<file path="src/rtl/calc_pkg.sv">
`default_nettype none
// ============================================================================
// Module  : calc_pkg
// Brief   : Shared types, key codes and widths for the calculator sequencer.
// Revision: 1.0 - initial release
// ============================================================================
package calc_pkg;

    localparam int OPERAND_W = 7;
    localparam int RESULT_W  = 14;
    localparam int KEY_W     = 4;

    localparam logic [KEY_W-1:0] KEY_ADD = 4'd10;
    localparam logic [KEY_W-1:0] KEY_SUB = 4'd11;
    localparam logic [KEY_W-1:0] KEY_MUL = 4'd12;
    localparam logic [KEY_W-1:0] KEY_DIV = 4'd13;
    localparam logic [KEY_W-1:0] KEY_EQ  = 4'd14;
    localparam logic [KEY_W-1:0] KEY_CLR = 4'd15;

    typedef enum logic [1:0] {
        OP_ADD = 2'd0,
        OP_SUB = 2'd1,
        OP_MUL = 2'd2,
        OP_DIV = 2'd3
    } alu_op_e;

    typedef enum logic [2:0] {
        ST_ENTER_A = 3'd0,
        ST_ENTER_B = 3'd1,
        ST_CALC    = 3'd2,
        ST_SHOW    = 3'd3,
        ST_ERROR   = 3'd4
    } state_e;

    function automatic logic is_digit(input logic [KEY_W-1:0] k);
        return k <= 4'd9;
    endfunction

    function automatic logic is_op(input logic [KEY_W-1:0] k);
        return (k >= KEY_ADD) && (k <= KEY_DIV);
    endfunction

    // Operator keys map onto the op encoding by subtracting the ADD key code.
    function automatic alu_op_e key_to_op(input logic [KEY_W-1:0] k);
        return alu_op_e'(2'(k - KEY_ADD));
    endfunction

endpackage
`default_nettype wire

</file>
<file path="src/rtl/calc_sequencer_if.sv">
`default_nettype none
// ============================================================================
// Module  : calc_sequencer_if
// Brief   : Operand/operation request and completion bus to the external ALU.
// Revision: 1.0 - initial release
// ============================================================================
interface calc_sequencer_if;
    import calc_pkg::*;

    logic [OPERAND_W-1:0] operand_a;
    logic [OPERAND_W-1:0] operand_b;
    logic [1:0]           alu_op;
    logic                 alu_start;
    logic                 alu_done;
    logic                 alu_err;
    logic [RESULT_W-1:0]  alu_result;

    modport master (
        output operand_a, operand_b, alu_op, alu_start,
        input  alu_done, alu_err, alu_result
    );

    modport slave (
        input  operand_a, operand_b, alu_op, alu_start,
        output alu_done, alu_err, alu_result
    );

endinterface
`default_nettype wire

</file>
<file path="src/rtl/key_edge_detect.sv">
`default_nettype none
// ============================================================================
// Module  : key_edge_detect
// Brief   : One-cycle pulse on the rising edge of a synchronous level.
// Revision: 1.0 - initial release
// ============================================================================
module key_edge_detect (
    input  logic clk,
    input  logic rst,
    input  logic level,
    output logic pulse
);

    logic r_level_d;

    always_ff @(posedge clk or posedge rst) begin
        if (rst) begin
            r_level_d <= 1'b0;
        end else begin
            r_level_d <= level;
        end
    end

    assign pulse = level & ~r_level_d;

endmodule
`default_nettype wire

</file>
<file path="src/rtl/calc_sequencer.sv">
`default_nettype none
// ============================================================================
// Module  : calc_sequencer
// Brief   : Keypad-driven two-operand calculator sequencer for an external ALU.
// Revision: 1.0 - initial release
// ============================================================================
module calc_sequencer
    import calc_pkg::*;
#(
    parameter int ALU_TIMEOUT = 255
) (
    input  logic                clk,
    input  logic                rst,
    input  logic                key_valid,
    input  logic [KEY_W-1:0]    key_code,
    calc_sequencer_if.master    alu,
    output logic [RESULT_W-1:0] result,
    output logic                result_valid,
    output logic                led_a,
    output logic                led_b,
    output logic                err
);

    localparam int CNT_W = $clog2(ALU_TIMEOUT + 1);

    state_e               r_state;
    logic [OPERAND_W-1:0] r_operand_a;
    logic [OPERAND_W-1:0] r_operand_b;
    alu_op_e              r_alu_op;
    logic                 r_alu_start;
    logic [1:0]           r_count_a;
    logic [1:0]           r_count_b;
    logic [CNT_W-1:0]     r_calc_cnt;

    logic                 w_key_evt;
    logic [OPERAND_W-1:0] w_digit;
    logic [OPERAND_W-1:0] w_a_shift;
    logic [OPERAND_W-1:0] w_b_shift;

    key_edge_detect u_key_edge (
        .clk   (clk),
        .rst   (rst),
        .level (key_valid),
        .pulse (w_key_evt)
    );

    // Digits are only accepted while the count is below two, so the shift cannot overflow.
    assign w_digit   = OPERAND_W'(key_code);
    assign w_a_shift = r_operand_a * 7'd10 + w_digit;
    assign w_b_shift = r_operand_b * 7'd10 + w_digit;

    assign alu.operand_a = r_operand_a;
    assign alu.operand_b = r_operand_b;
    assign alu.alu_op    = r_alu_op;
    assign alu.alu_start = r_alu_start;

    always_ff @(posedge clk or posedge rst) begin
        if (rst) begin
            r_state      <= ST_ENTER_A;
            r_operand_a  <= '0;
            r_operand_b  <= '0;
            r_alu_op     <= OP_ADD;
            r_alu_start  <= 1'b0;
            r_count_a    <= 2'd0;
            r_count_b    <= 2'd0;
            r_calc_cnt   <= '0;
            result       <= '0;
            result_valid <= 1'b0;
            {led_a, led_b, err} <= 3'b100;
        end else begin
            r_alu_start <= 1'b0;
            // Clear outranks everything, including a completion arriving this cycle.
            if (w_key_evt && (key_code == KEY_CLR)) begin
                r_state      <= ST_ENTER_A;
                r_operand_a  <= '0;
                r_operand_b  <= '0;
                r_alu_op     <= OP_ADD;
                r_count_a    <= 2'd0;
                r_count_b    <= 2'd0;
                r_calc_cnt   <= '0;
                result       <= '0;
                result_valid <= 1'b0;
                {led_a, led_b, err} <= 3'b100;
            end else begin
                case (r_state)
                    ST_ENTER_A: begin
                        if (w_key_evt) begin
                            if (is_digit(key_code)) begin
                                if (r_count_a != 2'd2) begin
                                    r_operand_a <= w_a_shift;
                                    r_count_a   <= r_count_a + 2'd1;
                                end
                            end else if (is_op(key_code) && (r_count_a != 2'd0)) begin
                                r_alu_op    <= key_to_op(key_code);
                                r_operand_b <= '0;
                                r_count_b   <= 2'd0;
                                r_state     <= ST_ENTER_B;
                                {led_a, led_b, err} <= 3'b010;
                            end
                        end
                    end
                    ST_ENTER_B: begin
                        if (w_key_evt) begin
                            if (is_digit(key_code)) begin
                                if (r_count_b != 2'd2) begin
                                    r_operand_b <= w_b_shift;
                                    r_count_b   <= r_count_b + 2'd1;
                                end
                            end else if (is_op(key_code)) begin
                                if (r_count_b == 2'd0) begin
                                    r_alu_op <= key_to_op(key_code);
                                end
                            end else if ((key_code == KEY_EQ) && (r_count_b != 2'd0)) begin
                                r_alu_start <= 1'b1;
                                r_calc_cnt  <= '0;
                                r_state     <= ST_CALC;
                                {led_a, led_b, err} <= 3'b000;
                            end
                        end
                    end
                    ST_CALC: begin
                        if (alu.alu_done) begin
                            if (!alu.alu_err) begin
                                result       <= alu.alu_result;
                                result_valid <= 1'b1;
                                r_state      <= ST_SHOW;
                            end else begin
                                r_state <= ST_ERROR;
                                {led_a, led_b, err} <= 3'b001;
                            end
                        end else if (r_calc_cnt == CNT_W'(ALU_TIMEOUT - 1)) begin
                            r_state <= ST_ERROR;
                            {led_a, led_b, err} <= 3'b001;
                        end else begin
                            r_calc_cnt <= r_calc_cnt + 1'b1;
                        end
                    end
                    ST_SHOW: begin
                        if (w_key_evt && is_digit(key_code)) begin
                            r_operand_a  <= w_digit;
                            r_count_a    <= 2'd1;
                            r_operand_b  <= '0;
                            r_count_b    <= 2'd0;
                            result_valid <= 1'b0;
                            r_state      <= ST_ENTER_A;
                            {led_a, led_b, err} <= 3'b100;
                        end
                    end
                    ST_ERROR: begin
                        r_state <= ST_ERROR;
                    end
                    default: begin
                        r_state <= ST_ENTER_A;
                        {led_a, led_b, err} <= 3'b100;
                    end
                endcase
            end
        end
    end

endmodule
`default_nettype wire

</file>
<file path="src/flat_wrapper.sv">
// flat-port wrapper written by rule: the top's interface ports become plain ports
module calc_sequencer_flat import calc_pkg::*;
#(
    parameter int ALU_TIMEOUT = 255
)
  (clk, rst, key_valid, key_code, result, result_valid, led_a, led_b, err, alu_operand_a, alu_operand_b, alu_alu_op, alu_alu_start, alu_alu_done, alu_alu_err, alu_alu_result);
  calc_sequencer_if alu_i ();
  input  logic clk;
  input  logic rst;
  input  logic key_valid;
  input  logic [KEY_W-1:0] key_code;
  output logic [RESULT_W-1:0] result;
  output logic result_valid;
  output logic led_a;
  output logic led_b;
  output logic err;
  output wire logic [$bits(alu_i.operand_a)-1:0] alu_operand_a;
  output wire logic [$bits(alu_i.operand_b)-1:0] alu_operand_b;
  output wire logic [$bits(alu_i.alu_op)-1:0] alu_alu_op;
  output wire logic [$bits(alu_i.alu_start)-1:0] alu_alu_start;
  input wire logic [$bits(alu_i.alu_done)-1:0] alu_alu_done;
  input wire logic [$bits(alu_i.alu_err)-1:0] alu_alu_err;
  input wire logic [$bits(alu_i.alu_result)-1:0] alu_alu_result;
  assign alu_operand_a = alu_i.operand_a;
  assign alu_operand_b = alu_i.operand_b;
  assign alu_alu_op = alu_i.alu_op;
  assign alu_alu_start = alu_i.alu_start;
  assign alu_i.alu_done = alu_alu_done;
  assign alu_i.alu_err = alu_alu_err;
  assign alu_i.alu_result = alu_alu_result;
  calc_sequencer #(.ALU_TIMEOUT(ALU_TIMEOUT)) u_core (.clk(clk), .rst(rst), .key_valid(key_valid), .key_code(key_code), .alu(alu_i), .result(result), .result_valid(result_valid), .led_a(led_a), .led_b(led_b), .err(err));
endmodule
</file>
<file path="config.mk">
export PLATFORM = sky130hd
export DESIGN_NAME = calc_sequencer_flat
export DESIGN_NICKNAME = d
export VERILOG_FILES = /design/src/rtl/calc_pkg.sv /design/src/rtl/calc_sequencer_if.sv /design/src/rtl/key_edge_detect.sv /design/src/rtl/calc_sequencer.sv /design/src/flat_wrapper.sv
export SDC_FILE = /design/constraint.sdc
export NUM_CORES = 1
export LEC_CHECK = 0
export ABC_AREA = 1
export CAP_MARGIN = 20
export CELL_PAD_IN_SITES_DETAIL_PLACEMENT = 0
export CELL_PAD_IN_SITES_GLOBAL_PLACEMENT = 2
export CORE_MARGIN = 5
export CORE_UTILIZATION = 33
export CTS_BUF_LIST = sky130_fd_sc_hd__clkbuf_4 sky130_fd_sc_hd__clkbuf_8 sky130_fd_sc_hd__clkbuf_16
export CTS_CLUSTER_DIAMETER = 150
export DETAILED_ROUTE_END_ITERATION = 8
export PLACE_DENSITY_LB_ADDON = 0.1
export SYNTH_ARGS = -nofsm -noshare
export SYNTH_HDL_FRONTEND = slang
export SYNTH_SLANG_ARGS = --single-unit
</file>
<file path="constraint.sdc">
create_clock -name clk -period 5.4 [get_ports clk]
set_input_delay 1.08 -clock clk [delete_from_list [all_inputs] [get_ports clk]]
set_output_delay 1.08 -clock clk [all_outputs]
set_load 0.03 [all_outputs]
</file>
== Word level (Yosys, flattened, before mapping) ==
Index checks and enable logic that the tools add are counted.

* Order comparisons: 3
* Bitwise logic cells: 2
* Equal/unequal tests: 31
* Multiplexer cells: 98
* Reduce and logical (&&, ||, !) cells: 24
* $mul: 2
* Add/sub/neg operators: 6

{| class="wikitable"
|+ Operators with widths
! operator !! count
|-
| $mux 7 || 13
|-
| $mux 14 || 4
|-
| $mux 8 || 7
|-
| $mux 2 || 21
|-
| $mux 3 || 12
|-
| $ne 3x1->1 const B || 11
|-
| $mux 1 || 30
|-
| $ne 3x2->1 const B || 7
|-
| $pmux 7 s3 || 1
|-
| $pmux 8 s2 || 1
|-
| $reduce_and 8->1 || 2
|-
| $pmux 1 s5 || 3
|-
| $pmux 3 s5 || 1
|-
| $add 7x4->7 || 2
|-
| $mul 7x3->6 const B || 2
|-
| $pmux 7 s2 || 1
|-
| $reduce_bool 3->1 || 4
|-
| $reduce_and 11->1 || 1
|-
| $reduce_and 9->1 || 1
|-
| $add 8x1->8 const B || 1
|-
| $eq 4x4->1 const B || 2
|-
| $eq 8x8->1 const B || 1
|-
| $le 4x4->1 const B || 2
|-
| $pmux 2 s2 || 2
|-
| other kinds (23) || 34
|}

* Flip-flop bits (word level): 51
* Logic and storage cells: 180
* Output and inout bits: 35
* Input port bits: 23

== Logic depth before layout (Yosys ltp) ==
* Depth in word-level cells: 8
* Depth in mapped cells: 12
* Gate-level depth less buffers: 12

== Modules after synthesis ==
Synthesis repeated with hierarchy kept, for this count alone.

* Cells, all modules: 430
* Area, all modules: 3345.7 sq um

{| class="wikitable"
|+ By module, submodules not included
! module !! area each (sq um) !! cells an instance !! seq. area each (sq um) !! instances
|-
| calc_sequencer || 3306.9 || 426 || 1252.5 || 1
|-
| key_edge_detect || 38.8 || 4 || 25.0 || 1
|}

== Worst setup path after synthesis ==
Ideal clock, no wire load.

* Path kind: input to register
* Start: input key_code[1]
* End: register u_core.r_operand_a[5] (netlist: u_core.alu.operand_a[5])
* Path slack: 3.162 ns
* Cell stages on the path: 7
* Required time: 5.335 ns
* Path buffers: 0
* Data arrival time: 2.173 ns
* Setup time: 0.065 ns
* Cells stage by stage: ha_1 -> fa_1 -> a21oi_1 -> nor2_1 -> xor2_1 -> nand3b_1 -> nand2_1

* Longest elaborated chain between the ends: 6
* Elaborated cells between the ends (all ways): 16
* Those cells by class: add/sub (1); order compare (1); eq/ne (5); mux (5); reduce/logical (4)

{| class="wikitable"
|+ Ends and longest elaborated chain
! what !! line !! text
|-
| from (decl) || flat_wrapper.sv:11 || <nowiki>input logic [KEY_W-1:0] key_code;</nowiki>
|-
| $add 7x4->7 || calc_sequencer.sv:49 || <nowiki>assign w_a_shift = r_operand_a * 7'd10 + w_digit;</nowiki>
|-
| $mux 7 || calc_sequencer.sv:89 || <nowiki>if (r_count_a != 2'd2) begin</nowiki>
|-
| $mux 7 || calc_sequencer.sv:88 || <nowiki>if (is_digit(key_code)) begin</nowiki>
|-
| $mux 7 || calc_sequencer.sv:87 || <nowiki>if (w_key_evt) begin</nowiki>
|-
| $pmux 7 s2 || calc_sequencer.sv:85 || <nowiki>case (r_state)</nowiki>
|-
| $mux 7 || calc_sequencer.sv:73 || <nowiki>if (w_key_evt && (key_code == KEY_CLR)) begin</nowiki>
|-
| to (signal assigned) || calc_sequencer.sv:90 || <nowiki>r_operand_a <= w_a_shift;</nowiki>
|-
| to (signal assigned) || calc_sequencer.sv:140 || <nowiki>r_operand_a <= w_digit;</nowiki>
|-
| to (decl) || calc_sequencer.sv:27 || <nowiki>logic [OPERAND_W-1:0] r_operand_a;</nowiki>
|}

Parallel ways exist; a longest one is shown, timed or not. The select of a mux whose other input is x is not followed.
A chain may end at the register's enable or synchronous reset.

== Worst setup path after layout ==
* Start: input key_code[2]
* End: register u_core.r_operand_a[6] (netlist: u_core.alu.operand_a[6])

Same word-level chain as after synthesis.

==> reports/summary.txt <==
switch share = 46.5%
Crit Path Max Fanout = 31
Top Ports = 58
Post-Synthesis Cell Area = 3320 um^2
Final nets = 546
Detail Route Antenna Nets = 0
Tmin final = 3.53 ns
CTS tree = done
Area growth, synth to finish = 25.3%
final wirelength = 8230 um
Site Rows = 36
Root Buffer Master = clkbuf_8
Post-synth EDFFs = 0
Core Area = 9770 um^2
largest net degree at the start of global routing = 52
Fin. Hold Viols = 0
Seq pwr share = 27.6%
setup TNS = 0 ns
max-cap viol count = 0
fmax = 283 MHz
Reg clk slew, reported paths = 0.09 ns
Avg Inst Size Synth = 7.54 um^2
Least-Margin Pin Slew = 0.668 ns
die height = 110 um
diodes inserted = 0
Gate Count Post-Synth = 440
kind of end point of the critical path = flop
Die X = 110 um
full die area = 12,200 um^2
pre-CTS WS = 1.52 ns
clk_skew = 0.00669 ns
# resized after CTS = 0
Synth Net Count = 487
RD Place Congestion = 0.815
total power = 2.34 mW
clock buffer depth = 2
Initial Util = 33.9%
clk sink count = 51
most frequent cells in the layout = nand2_1 (132), inv_1 (61), clkdlybuf4s50_1 (57)
Hold-fix buffers, CTS = 0
CTS Buf Count = 5
min-delay worst type = flop to flop
vias in the first global route = 2,862
area of the multi-input gates = 1740 um^2
RSZ-0062 raised after global routing = false
final worst slack = 1.87 ns
main flop type after synthesis = dfrtp_1
FF/Latch Area = 1280 um^2
proportion of layout cells with a drive suffix above 1 = 8.00%
max-slew violation count = 0
number of vias per cell = 4.54
run status = finished clean
Total GRT Usage = 14.3%
Tcrit/Tclk final = 65.4%
DRT iter0 DRCs = 113
Detailed Routing Iterations Pass 1 = 4
DR DRC count = 0
power share of the combinational group = 58.7%
clk_lat worst skew = 0.30 ns
worst path arrival time = 3.73 ns
Pint = 1.25 mW
leakage = 2.06 nW
CP required = 5.60 ns
DPL Wire Length = 6170 um
# setup viols final = 0
fill count = 1,008
Synth cell types = 33
Pwr Density = 562 nW/um^2
Peak VDD IR = 0.000182 V
# port buffers = 57
critical path class = input pin to flop
relative slew slack = 55.3%
DR WL/cell = 13.0 um
GRT overflow = 0
Syn. warnings = 0
post-CTS setup buffer count = 0
routed via count = 2,874
CP Launch Type = input pin
ys async rst share = 100%
initial antenna violation count = 0
H-tree depth reported by CTS = 2
most common cell after layout, fill and taps aside = nand2_1
clock network power share = 13.6%
Switch Pwr = 1.09 mW
first-pass GRT wire length = 13,900 um
synthesized flop and latch total = 51
register area share after synthesis = 38.5%
==> kinds of logic after synthesis <==
logic type | after synthesis | synth area share, %
xor gates and xnor gates | 10 | 2.64
and+or+nand+nor | 237 | 32.7
AOI/OAI and AO/OA | 44 | 7.13
DFF | 51 | 38.5
adders and majority gates | 24 | 9.96
buffers and inverters | 74 | 9.06
==> routing by layer <==
metal	GRT usage [%]	share of wire, %
met1	20.0	48
met2	23.1	46
met3	2.50	4.5
met4	2.99	0.75
met5	0	0
==> registers in the layout, summed over array words and instances (netlist names) <==
name,cells
u_core.r_calc_cnt,8
u_core.led_a,1
u_core.r_state,3
u_core.u_key_edge.r_level_d,1
u_core.alu.operand_a,7
u_core.r_count_a,2
u_core.result,14
u_core.alu.operand_b,7
u_core.result_valid,1
u_core.alu.alu_op,2
u_core.r_count_b,2
u_core.alu.alu_start,1
u_core.led_b,1
u_core.err,1
==> synth_stat cells, drive strengths merged (3+ instances only) <==
library cell / n / area share, %
ha: 20 / 7.5
nor3: 5 / 0.75
xor2: 5 / 1.3
xnor2: 5 / 1.3
nand4: 5 / 0.94
nand2: 139 / 16
nand3: 47 / 7.8
o21ai: 34 / 5.1
nand3b: 3 / 0.68
a21oi: 5 / 0.75
nor2: 36 / 5.9
buf: 6 / 1.4
dfrtp: 50 / 38
o211ai: 3 / 0.83
inv: 66 / 7.5
fa: 4 / 2.4
==> metrics by stage <==
| step | std cells | hold WS, ns | cell area (um^2) | utilization (%) |
|---|---|---|---|---|
| 5_1_grt | 633 | 0.506 | 4160 | 42.5 |
| 6_report | 633 | 0.473 | 4160 | 42.5 |
| 3_5_place_dp | 625 | 0.463 | 4020 | 41.1 |
| 3_3_place_gp | 625 | 0.457 | 4020 | 41.1 |
| 4_1_cts | 633 | 0.478 | 4160 | 42.5 |
| 2_1_floorplan | 440 | 0.449 | 3320 | - |
==> cell type report <==
cell class / instances / area share, %
Multi-Input combinational cell: 315 / 41.8
Timing Repair Buffer: 59 / 14.1
Clock buffer: 6 / 1.84
Inverter: 67 / 6.05
Clock inverter: 2 / 1.45
Sequential cell: 51 / 30.7
Tap cell: 133 / 4.00
==> worst paths after layout <==
kind                            slack [ns]                   startpoint  cells past startpoint                     endpoint
worst min-delay path                  0.47                 u_core.led_a                      2                 u_core.led_a
max in group asynchronous             3.69                          rst                      3  u_core.u_key_edge.r_level_d
worst max register to register        2.92  u_core.u_key_edge.r_level_d                      8      u_core.alu.operand_a[6]
worst min register to register        0.47                 u_core.led_a                      2                 u_core.led_a
min in group asynchronous             1.27                          rst                      3         u_core.alu.alu_op[1]
worst max-delay path                  1.87                  key_code[2]                     10      u_core.alu.operand_a[6]
==> critical path, stage by stage <==
cell and delay (ns):
clkdlybuf4s50_1 0.62, nand2_2 0.13, nor2_2 0.13, nand2_2 0.38
nand2_1 0.30, o21ai_1 0.08, nor2_1 0.52, inv_1 0.31
nand2_1 0.12, nand2_1 0.05
==> power groups by stage <==
stage	combinational [mW]	sequential (mW)	clock (mW)
6_report	1.37	0.646	0.319
5_1_grt	1.54	0.674	0.343
4_1_cts	1.39	0.652	0.330
3_5_place_dp	1.38	0.659	0
3_3_place_gp	1.38	0.657	0
2_1_floorplan	0.740	0.861	0
Note: power is estimated with default switching activity, not from simulation.
